## config.mk

```make
export PLATFORM = sky130hd
export DESIGN_NAME = spi_cpu_top
export DESIGN_NICKNAME = d
export VERILOG_FILES = /design/src/rtl/spi_cpu_pkg.sv /design/src/rtl/spi_read_master.sv /design/src/rtl/spi_cpu_top.sv
export SDC_FILE = /design/constraint.sdc
export NUM_CORES = 1
export LEC_CHECK = 0
export CELL_PAD_IN_SITES_DETAIL_PLACEMENT = 1
export CELL_PAD_IN_SITES_GLOBAL_PLACEMENT = 1
export CORE_UTILIZATION = 48
export DETAILED_ROUTE_END_ITERATION = 10
export PLACE_DENSITY_LB_ADDON = 0.1
export SETUP_SLACK_MARGIN = 0.02
export SKIP_LAST_GASP = 1
export SLEW_MARGIN = 10
export SYNTH_ARGS = -nofsm -noshare
export SYNTH_HDL_FRONTEND = slang
export SYNTH_SLANG_ARGS = --single-unit
```

## constraint.sdc

```tcl
create_clock -name clk -period 7.85 [get_ports clk]
set_input_delay 1.57 -clock clk [delete_from_list [all_inputs] [get_ports clk]]
set_output_delay 1.57 -clock clk [all_outputs]
set_load 0.01 [all_outputs]
```

## src/rtl/spi_cpu_pkg.sv

```systemverilog
// Shared definitions for the SPI nibble CPU: opcodes, SPI READ framing and
// the state encoding used by both the CPU core and the SPI read master.
package spi_cpu_pkg;

  localparam logic [3:0] OP_LDA  = 4'h0;
  localparam logic [3:0] OP_LDB  = 4'h1;
  localparam logic [3:0] OP_LDO  = 4'h2;
  localparam logic [3:0] OP_LDSA = 4'h3;
  localparam logic [3:0] OP_LDSB = 4'h4;
  localparam logic [3:0] OP_LSH  = 4'h5;
  localparam logic [3:0] OP_RSH  = 4'h6;
  localparam logic [3:0] OP_CLR  = 4'h7;
  localparam logic [3:0] OP_SNZA = 4'h8;
  localparam logic [3:0] OP_SNZS = 4'h9;
  localparam logic [3:0] OP_ADD  = 4'hA;
  localparam logic [3:0] OP_SUB  = 4'hB;
  localparam logic [3:0] OP_AND  = 4'hC;
  localparam logic [3:0] OP_OR   = 4'hD;
  localparam logic [3:0] OP_XOR  = 4'hE;
  localparam logic [3:0] OP_NOP  = 4'hF;

  localparam logic [7:0] READ_CMD  = 8'h03;
  localparam int         ADDR_BITS = 16;
  localparam int         XFER_BITS = 8 + ADDR_BITS + 8;

  typedef enum logic [2:0] {
    ST_IDLE,
    ST_CS_SETUP,
    ST_SHIFT,
    ST_CS_HOLD,
    ST_EXEC_HI,
    ST_EXEC_LO
  } state_e;

endpackage

```

## src/rtl/spi_read_master.sv

```systemverilog
// SPI mode-0 master that performs one READ (0x03) transaction of a single
// byte at {8'h00, addr}; SCK runs at clk/2 and MISO is sampled on SCK rise.
module spi_read_master
  import spi_cpu_pkg::*;
(
  input  logic       clk,
  input  logic       rst_n,
  input  logic       start,
  input  logic [7:0] addr,
  output logic       busy,
  output logic       done,
  output logic [7:0] data,
  output logic       cs_n,
  output logic       sck,
  output logic       mosi,
  input  logic       miso
);

  localparam logic [4:0] LAST_BIT = 5'(XFER_BITS - 1);

  state_e                 state_q;
  logic [XFER_BITS-1:0]   tx_q;
  logic [7:0]             rx_q;
  logic [4:0]             cnt_q;
  logic                   cs_n_q;
  logic                   sck_q;
  logic                   mosi_q;
  logic                   done_q;

  // Each SHIFT bit takes two clocks: SCK rises (sample MISO), then SCK falls
  // (present the next MOSI bit), so MOSI only ever changes while SCK is low.
  always_ff @(posedge clk) begin
    if (!rst_n) begin
      state_q <= ST_IDLE;
      tx_q    <= '0;
      rx_q    <= '0;
      cnt_q   <= '0;
      cs_n_q  <= 1'b1;
      sck_q   <= 1'b0;
      mosi_q  <= 1'b0;
      done_q  <= 1'b0;
    end else begin
      done_q <= 1'b0;
      case (state_q)
        ST_IDLE: begin
          if (start) begin
            cs_n_q  <= 1'b0;
            tx_q    <= {READ_CMD, {(ADDR_BITS-8){1'b0}}, addr, 8'h00};
            state_q <= ST_CS_SETUP;
          end
        end
        ST_CS_SETUP: begin
          mosi_q  <= tx_q[XFER_BITS-1];
          tx_q    <= {tx_q[XFER_BITS-2:0], 1'b0};
          cnt_q   <= '0;
          state_q <= ST_SHIFT;
        end
        ST_SHIFT: begin
          if (!sck_q) begin
            sck_q <= 1'b1;
            rx_q  <= {rx_q[6:0], miso};
          end else begin
            sck_q <= 1'b0;
            if (cnt_q == LAST_BIT) begin
              mosi_q  <= 1'b0;
              state_q <= ST_CS_HOLD;
            end else begin
              cnt_q  <= cnt_q + 5'd1;
              mosi_q <= tx_q[XFER_BITS-1];
              tx_q   <= {tx_q[XFER_BITS-2:0], 1'b0};
            end
          end
        end
        ST_CS_HOLD: begin
          cs_n_q  <= 1'b1;
          done_q  <= 1'b1;
          state_q <= ST_IDLE;
        end
        default: state_q <= ST_IDLE;
      endcase
    end
  end

  assign busy = (state_q != ST_IDLE);
  assign done = done_q;
  assign data = rx_q;
  assign cs_n = cs_n_q;
  assign sck  = sck_q;
  assign mosi = mosi_q;

endmodule

```

## src/rtl/spi_cpu_top.sv

```systemverilog
// Nibble-instruction CPU that fetches each program byte from SPI RAM and
// executes the high nibble, then the low nibble, before fetching PC+1.
module spi_cpu_top
  import spi_cpu_pkg::*;
(
  input  logic       clk,
  input  logic       rst_n,
  input  logic       ena,
  input  logic [7:0] ui_in,
  output logic [7:0] uo_out,
  input  logic [7:0] uio_in,
  output logic [7:0] uio_out,
  output logic [7:0] uio_oe
);

  state_e     state_q;
  logic [7:0] a_q, a_d, b_q, b_d, s_q, s_d, o_q, o_d;
  logic [7:0] pc_q, ir_q;
  logic       valid_q, valid_d, skip_q, skip_d;
  logic       start_q;
  logic [3:0] op;
  logic       busy, done, cs_n, sck, mosi;
  logic [7:0] rd_data;
  logic       unused_ok;

  spi_read_master u_master (
    .clk   (clk),
    .rst_n (rst_n),
    .start (start_q),
    .addr  (pc_q),
    .busy  (busy),
    .done  (done),
    .data  (rd_data),
    .cs_n  (cs_n),
    .sck   (sck),
    .mosi  (mosi),
    .miso  (uio_in[2])
  );

  // A pending skip consumes exactly one execute slot, whatever it holds.
  always_comb begin
    op      = (state_q == ST_EXEC_HI) ? ir_q[7:4] : ir_q[3:0];
    a_d     = a_q;
    b_d     = b_q;
    s_d     = s_q;
    o_d     = o_q;
    valid_d = valid_q;
    skip_d  = skip_q;
    if (state_q == ST_EXEC_HI || state_q == ST_EXEC_LO) begin
      if (skip_q) begin
        skip_d = 1'b0;
      end else begin
        case (op)
          OP_LDA:  a_d = {4'b0, ui_in[3:0]};
          OP_LDB:  b_d = {4'b0, ui_in[7:4]};
          OP_LDO:  begin o_d = a_q; valid_d = 1'b1; end
          OP_LDSA: s_d = a_q;
          OP_LDSB: s_d = b_q;
          OP_LSH:  a_d = {a_q[6:0], 1'b0};
          OP_RSH:  a_d = {1'b0, a_q[7:1]};
          OP_CLR:  begin a_d = '0; b_d = '0; s_d = '0; valid_d = 1'b0; end
          OP_SNZA: skip_d = (a_q != 8'h00);
          OP_SNZS: skip_d = (s_q != 8'h00);
          OP_ADD:  a_d = a_q + b_q;
          OP_SUB:  a_d = a_q - b_q;
          OP_AND:  a_d = a_q & b_q;
          OP_OR:   a_d = a_q | b_q;
          OP_XOR:  a_d = a_q ^ b_q;
          default: ;
        endcase
      end
    end
  end

  always_ff @(posedge clk) begin
    if (!rst_n) begin
      state_q <= ST_IDLE;
      a_q     <= '0;
      b_q     <= '0;
      s_q     <= '0;
      o_q     <= '0;
      pc_q    <= '0;
      ir_q    <= '0;
      valid_q <= 1'b0;
      skip_q  <= 1'b0;
      start_q <= 1'b0;
    end else begin
      a_q     <= a_d;
      b_q     <= b_d;
      s_q     <= s_d;
      o_q     <= o_d;
      valid_q <= valid_d;
      skip_q  <= skip_d;
      start_q <= 1'b0;
      case (state_q)
        ST_IDLE: begin
          if (!busy) begin
            start_q <= 1'b1;
            state_q <= ST_SHIFT;
          end
        end
        ST_SHIFT: begin
          if (done) begin
            ir_q    <= rd_data;
            state_q <= ST_EXEC_HI;
          end
        end
        ST_EXEC_HI: state_q <= ST_EXEC_LO;
        ST_EXEC_LO: begin
          pc_q    <= pc_q + 8'd1;
          state_q <= ST_IDLE;
        end
        default: state_q <= ST_IDLE;
      endcase
    end
  end

  assign uo_out    = {valid_q, o_q[6:0]};
  assign uio_out   = {o_q[7], 3'b000, sck, 1'b0, mosi, cs_n};
  assign uio_oe    = 8'b1000_1011;
  assign unused_ok = &{1'b0, ena, uio_in[7:3], uio_in[1:0]};

endmodule

```

==> results.tsv, run 1 <==
metric	value	unit
synthArstFlopShare	0	%
worst_skew_pair.late_latency	0.37	ns
antenna_left	0	
cp-start-kind	flop	
clock_path_buffers	2	
grt_antenna_before_repair	0	
drc	0	
end_kind	flop	
grt_pass1_wl	21900	um
critPathArrivalTime	3.60	ns
p_leak	2.00	nW
status	complete, no violations	
cp_max_fo	8	
yosysSeqAreaShare	35.8	%
clock-root-buffer	clkbuf_8	
diodes	0	
rsz0062_at_grt	false	
path_clk_slew	0.10	ns
num_vias	4424	
fin_setup_tns	0	ns
maxCapViolations	0	
avgSynthCellArea	8.39	um2
p_per_area	203	nW/um2
timing.fmax	0.303	GHz
final_util	53.5	%
ioPinCount	43	
drt_iter0_markers	132	
holdBufCountCts	0	
row_count	37	
synth_edf_count	0	
grt_max_degree	60	
grt_pass1_vias	4484	
wl_per_cell	17.3	um
ys_seq_elements	93	
postPlaceCellArea	5380	um2
nNetsFinal	659	
die-area	11300	um2
core-area	10400	um2
yosys_warnings	0	
period_share	42.0	%
worst-endpoint-required	8.15	ns
period_needed	3.30	ns
setup_violations	0	
post_cts_buffers	0	
finalClockSkew	0.0120	ns
gp_congestion	0.857	
holdWs	0.458	ns
cts_buffers	9	
wl	13100	um
drive_above_1_share	6.79	%
slowest_delay	0.51	ns
clock-sinks	93	
synth_ff_type	dfxtp_1	
dr.pass1.iters	4	
peakVddDrop	187	uV
hold_class	reg2reg	
cts_tree	yes	
synth_cell_types	66	
hold_viol	0	
worst_slew_pin_slew	1.07	ns
htree_levels	3	
hpwl	9240	um
vias_per_cell	5.86	
crit_path_cell_trace	or3b_1, mux2i_4, mux2i_1, ha_1, nor2b_1, o2111ai_1, and3_1, or3_1, mux2_2, a31oi_1	
grt_usage	24.2	%
netlist_instances	620	
syn2layout_area_growth	7.12	%
start_util	49.9	%
worstSetupPathType	reg2reg	
layout_commonest_cell	dfxtp_1	
portBuffers	22	
cpMaxStageDelayCell	or3b_1	
die_x	106	um
power.total	1.13	mW
slew_headroom	28.6	%
syn_area	5200	um2
drv_slew	0	
die_h	106	um
cts_resized	0	
layout_common_cells	dfxtp_1, nor2_1, nand2_1, a21oi_1, mux2i_1	
grt_overflow	0	
post-route-cell-area	5570	um2
-- routing by layer --
metal  up-vias  part of all wire [%]  routed length, um  global-route usage, %
met2        55                    49               6470                   43.3
met1      2205                    47               6110                   29.9
met4         0                   1.9                252                   8.04
li1       2143                     -                  -                      -
met5         -                     0                  0                      0
met3        21                   1.8                238                   2.94
-- worst paths after layout --
path                            depth (start not counted)  slack, ns                            from                              to
worst max-delay path                                   10       4.55         state_q[0]$_SDFFE_PN0P_             a_q[7]$_SDFFE_PN0P_
worst max register to register                         10       4.55         state_q[0]$_SDFFE_PN0P_             a_q[7]$_SDFFE_PN0P_
worst min-delay path                                    2       0.46  u_master.tx_q[18]$_SDFFE_PN0P_  u_master.tx_q[18]$_SDFFE_PN0P_
worst min register to register                          2       0.46  u_master.tx_q[18]$_SDFFE_PN0P_  u_master.tx_q[18]$_SDFFE_PN0P_
-- cell usage after synthesis (all sizes together) (3+ instances only) --
master,n,share of area [%]
a21oi,46,4.4
mux2,6,1.4
clkbuf,25,1.8
nor4,5,0.60
nand3,29,2.9
dfxtp,93,36
nand4b,4,0.67
xnor2,5,0.84
nor3,9,0.96
a22o,4,0.67
a21o,5,0.72
a211oi,13,2.1
ha,25,6.0
inv,16,1.2
o31ai,3,0.43
and3,3,0.36
xor2,11,1.9
a31oi,7,0.84
nor3b,4,0.58
nand2b,14,1.7
a22oi,17,2.5
nand3b,6,0.87
mux2i,37,7.5
or3,4,0.48
buf,28,3.7
o21ai,17,1.7
o21a,3,0.43
nor2,73,5.3
nand2,61,4.4
nand4,11,1.3
nor2b,7,0.99
-- final cells by class --
cell class / instances / area [um2]
clock buffer: 9 / 124
clock inverter: 7 / 70.1
fill: 1257 / 4850
inverter: 16 / 60.1
multi-input combinational: 468 / 3030
sequential: 93 / 1860
tap: 136 / 170
timing repair buffer: 26 / 250
-- through the flow --
| stage | std cells | setup WS [ns] |
|---|---|---|
| floorplan | 630 | 5.12 |
| global route | 755 | 4.40 |
| global placement | 739 | 4.32 |
| detailed placement | 739 | 4.26 |
| finish | 755 | 4.55 |
| CTS | 755 | 4.57 |
-- critical path: cells and delay by family, from the launching register on --
family / cells / cell delay, ns
simple gates: 4 / 1.22
compound gates: 2 / 0.31
flops: 1 / 0.49
fa+ha+maj: 1 / 0.16
mux: 3 / 1.06
-- registers in the layout, summed over array words and instances (netlist names) --
register	cells
ir_q	8
valid_q	1
s_q	8
u_master.cnt_q	5
state_q	3
pc_q	8
b_q	4
start_q	1
u_master.done	1
u_master.cs_n	1
u_master.mosi	1
o_q	8
skip_q	1
u_master.sck	1
u_master.state_q	2
u_master.data	8
u_master.tx_q	24
a_q	8
-- power breakdown --
| part | leakage, nW | switching [mW] | internal [mW] |
|---|---|---|---|
| sequential | 0.752 | 0.0234 | 0.502 |
| combinational | 1.15 | 0.200 | 0.0897 |
| clock | 0.0947 | 0.195 | 0.123 |
| total | 2.00 | 0.419 | 0.714 |
-- kinds of logic after synthesis --
family                   after synthesis  share of synthesized area [%]
other                                  2                          0.144
adder cells (fa/ha/maj)               26                           6.40
XOR/XNOR                              16                           2.70
AO/OA/AOI/OAI                        135                           17.3
flip-flops                            93                           35.8
AND/OR/NAND/NOR                      236                           22.1
multiplexers                          43                           8.95
buffers and inverters                 69                           6.67
Note: power is estimated with default switching activity, not from simulation.
==> run 2: changes to the inputs <==
- CORE_UTILIZATION: 48 -> 40
- clock period: 7.85 -> 2.7 ns (I/O delays scaled with it)
==> run 2 against run 1 <==
  * The flow now finishes with violations (setup timing)
  * Largest power group unchanged
  * Worst setup slack lost 4.6 ns
  * Largest cell class unchanged
  * Critical path type unchanged
  * Power rose to 3.2 times the previous value
  * Highest routed layer unchanged
  * Cell area grew 7.4%
  * Final cell count up 8.9%
  * Routed wire length rose by 7.0%
  * Critical endpoint unchanged
  * Worst hold slack got worse by 0.0044 ns
  * Core utilization shrank 6.3 points
==> results.tsv, run 2 (synthesis results as in run 1) <==
metric	value	unit
maxCapViolations	0	
setup_violations	2	
layout_commonest_cell	dfxtp_1	
met1_usage	26.1	%
worstSetupPathType	reg2reg	
drc	0	
top_usage_layer	met2	
cts_buffers	9	
wl_per_cell	17.0	um
clock_path_buffers	2	
timing.fmax	0.363	GHz
grt_use_met2	40.2	%
top_register	u_master.tx_q	
worst_slew_pin_slew	0.834	ns
grt_pass1_vias	4637	
drive_above_1_share	12.3	%
diodes	0	
p_per_area	606	nW/um2
die-area	13500	um2
die_x	116	um
htree_levels	3	
clock-sinks	93	
largest_register_ffs	24	
hold_class	reg2reg	
cts_tree	yes	
pre_cts_ws	-0.135	ns
grt_pass1_wl	22800	um
p_leak	2.22	nW
period_needed	2.76	ns
hold_viol	0	
layout_common_cells	dfxtp_1, nor2_1, nand2_1, a21oi_1, buf_4	
start_util	41.0	%
grt_use_met3	2.67	%
gp_congestion	0.803	
path_clk_slew	0.07	ns
end_kind	flop	
dr.pass1.iters	4	
portBuffers	22	
row_count	41	
status	complete, but fails checks	
vias_per_cell	5.45	
die_h	116	um
num_vias	4479	
violations	setup timing	
rrSetupSlack	-0.06	ns
fillerInstances	1562	
worst_skew_pair.late_latency	0.35	ns
rsz0062_at_grt	true	
antenna_left	0	
critPathArrivalTime	3.03	ns
grt_usage	22.0	%
grt_max_degree	37	
drv_slew	0	
final_util	47.2	%
grt_antenna_before_repair	0	
finalClockSkew	0.0116	ns
grt_overflow	0	
holdBufCountCts	0	
hpwl	10100	um
cp-start-kind	flop	
worst_slack	-0.0557	ns
power.total	3.63	mW
core-area	12700	um2
syn2layout_area_growth	15.1	%
peakVddDrop	476	uV
nNetsFinal	690	
slew_headroom	44.2	%
period_share	102	%
drt_iter0_markers	246	
clock-root-buffer	clkbuf_16	
wl	14000	um
ioPinCount	43	
worst-endpoint-required	2.98	ns
cp_max_fo	5	
## run 2: through the flow
stage               TNS, ns  hold WS (ns)  cell area (um2)  instances
global placement    -0.0630         0.437             5670        805
floorplan                 0         0.429             5240        630
global route         -0.412         0.474             5980        822
finish              -0.0712         0.454             5980        822
detailed placement   -0.299         0.446             5670        805
CTS                 -0.0830         0.456             5970        822
## run 2: routing by layer
metal  up-vias  share of wire [%]
met4         0                1.6
met5         -                  0
met2        48                 52
met1      2208                 45
met3        15                2.0
li1       2208                  -
## run 2: worst max-delay path: stages, from the launching register on
cell	delay (ns)
dfxtp_1	0.31
or3b_4	0.43
mux2i_4	0.30
mux2i_2	0.32
ha_1	0.16
nor2b_4	0.14
o2111ai_2	0.13
and3_4	0.20
or3_1	0.30
mux2_2	0.27
a31oi_1	0.13
## run 2: what timing repair did
action,in CTS,in global routing
pin swaps,4,3
buffers inserted,1,0
gates resized for setup,3,3
setup endpoints to repair,4,5
## run 2: layout make-up
class                   count  area, um2  share of cell area (%)
well taps                 172        215                    3.60
multi-input cells         468       3070                    51.3
repair buffers             57        495                    8.28
flip-flops and latches     93       1860                    31.1
inverters                  16       60.1                    1.00
clock buffers               9        225                    3.76
clock inverters             7       55.1                   0.920
## run 2: power breakdown
part,total (mW),internal [mW],switching (mW)
Combinational,0.899,0.290,0.609
Clock,1.21,0.636,0.570
Sequential,1.52,1.46,0.0612
## run 2: final timing paths
path              depth (start not counted)                              to                           start
setup / recovery                         10             a_q[7]$_SDFFE_PN0P_         state_q[0]$_SDFFE_PN0P_
hold / removal                            2  u_master.tx_q[20]$_SDFFE_PN0P_  u_master.tx_q[20]$_SDFFE_PN0P_
setup reg to reg                         10             a_q[7]$_SDFFE_PN0P_         state_q[0]$_SDFFE_PN0P_
hold reg to reg                           2  u_master.tx_q[20]$_SDFFE_PN0P_  u_master.tx_q[20]$_SDFFE_PN0P_
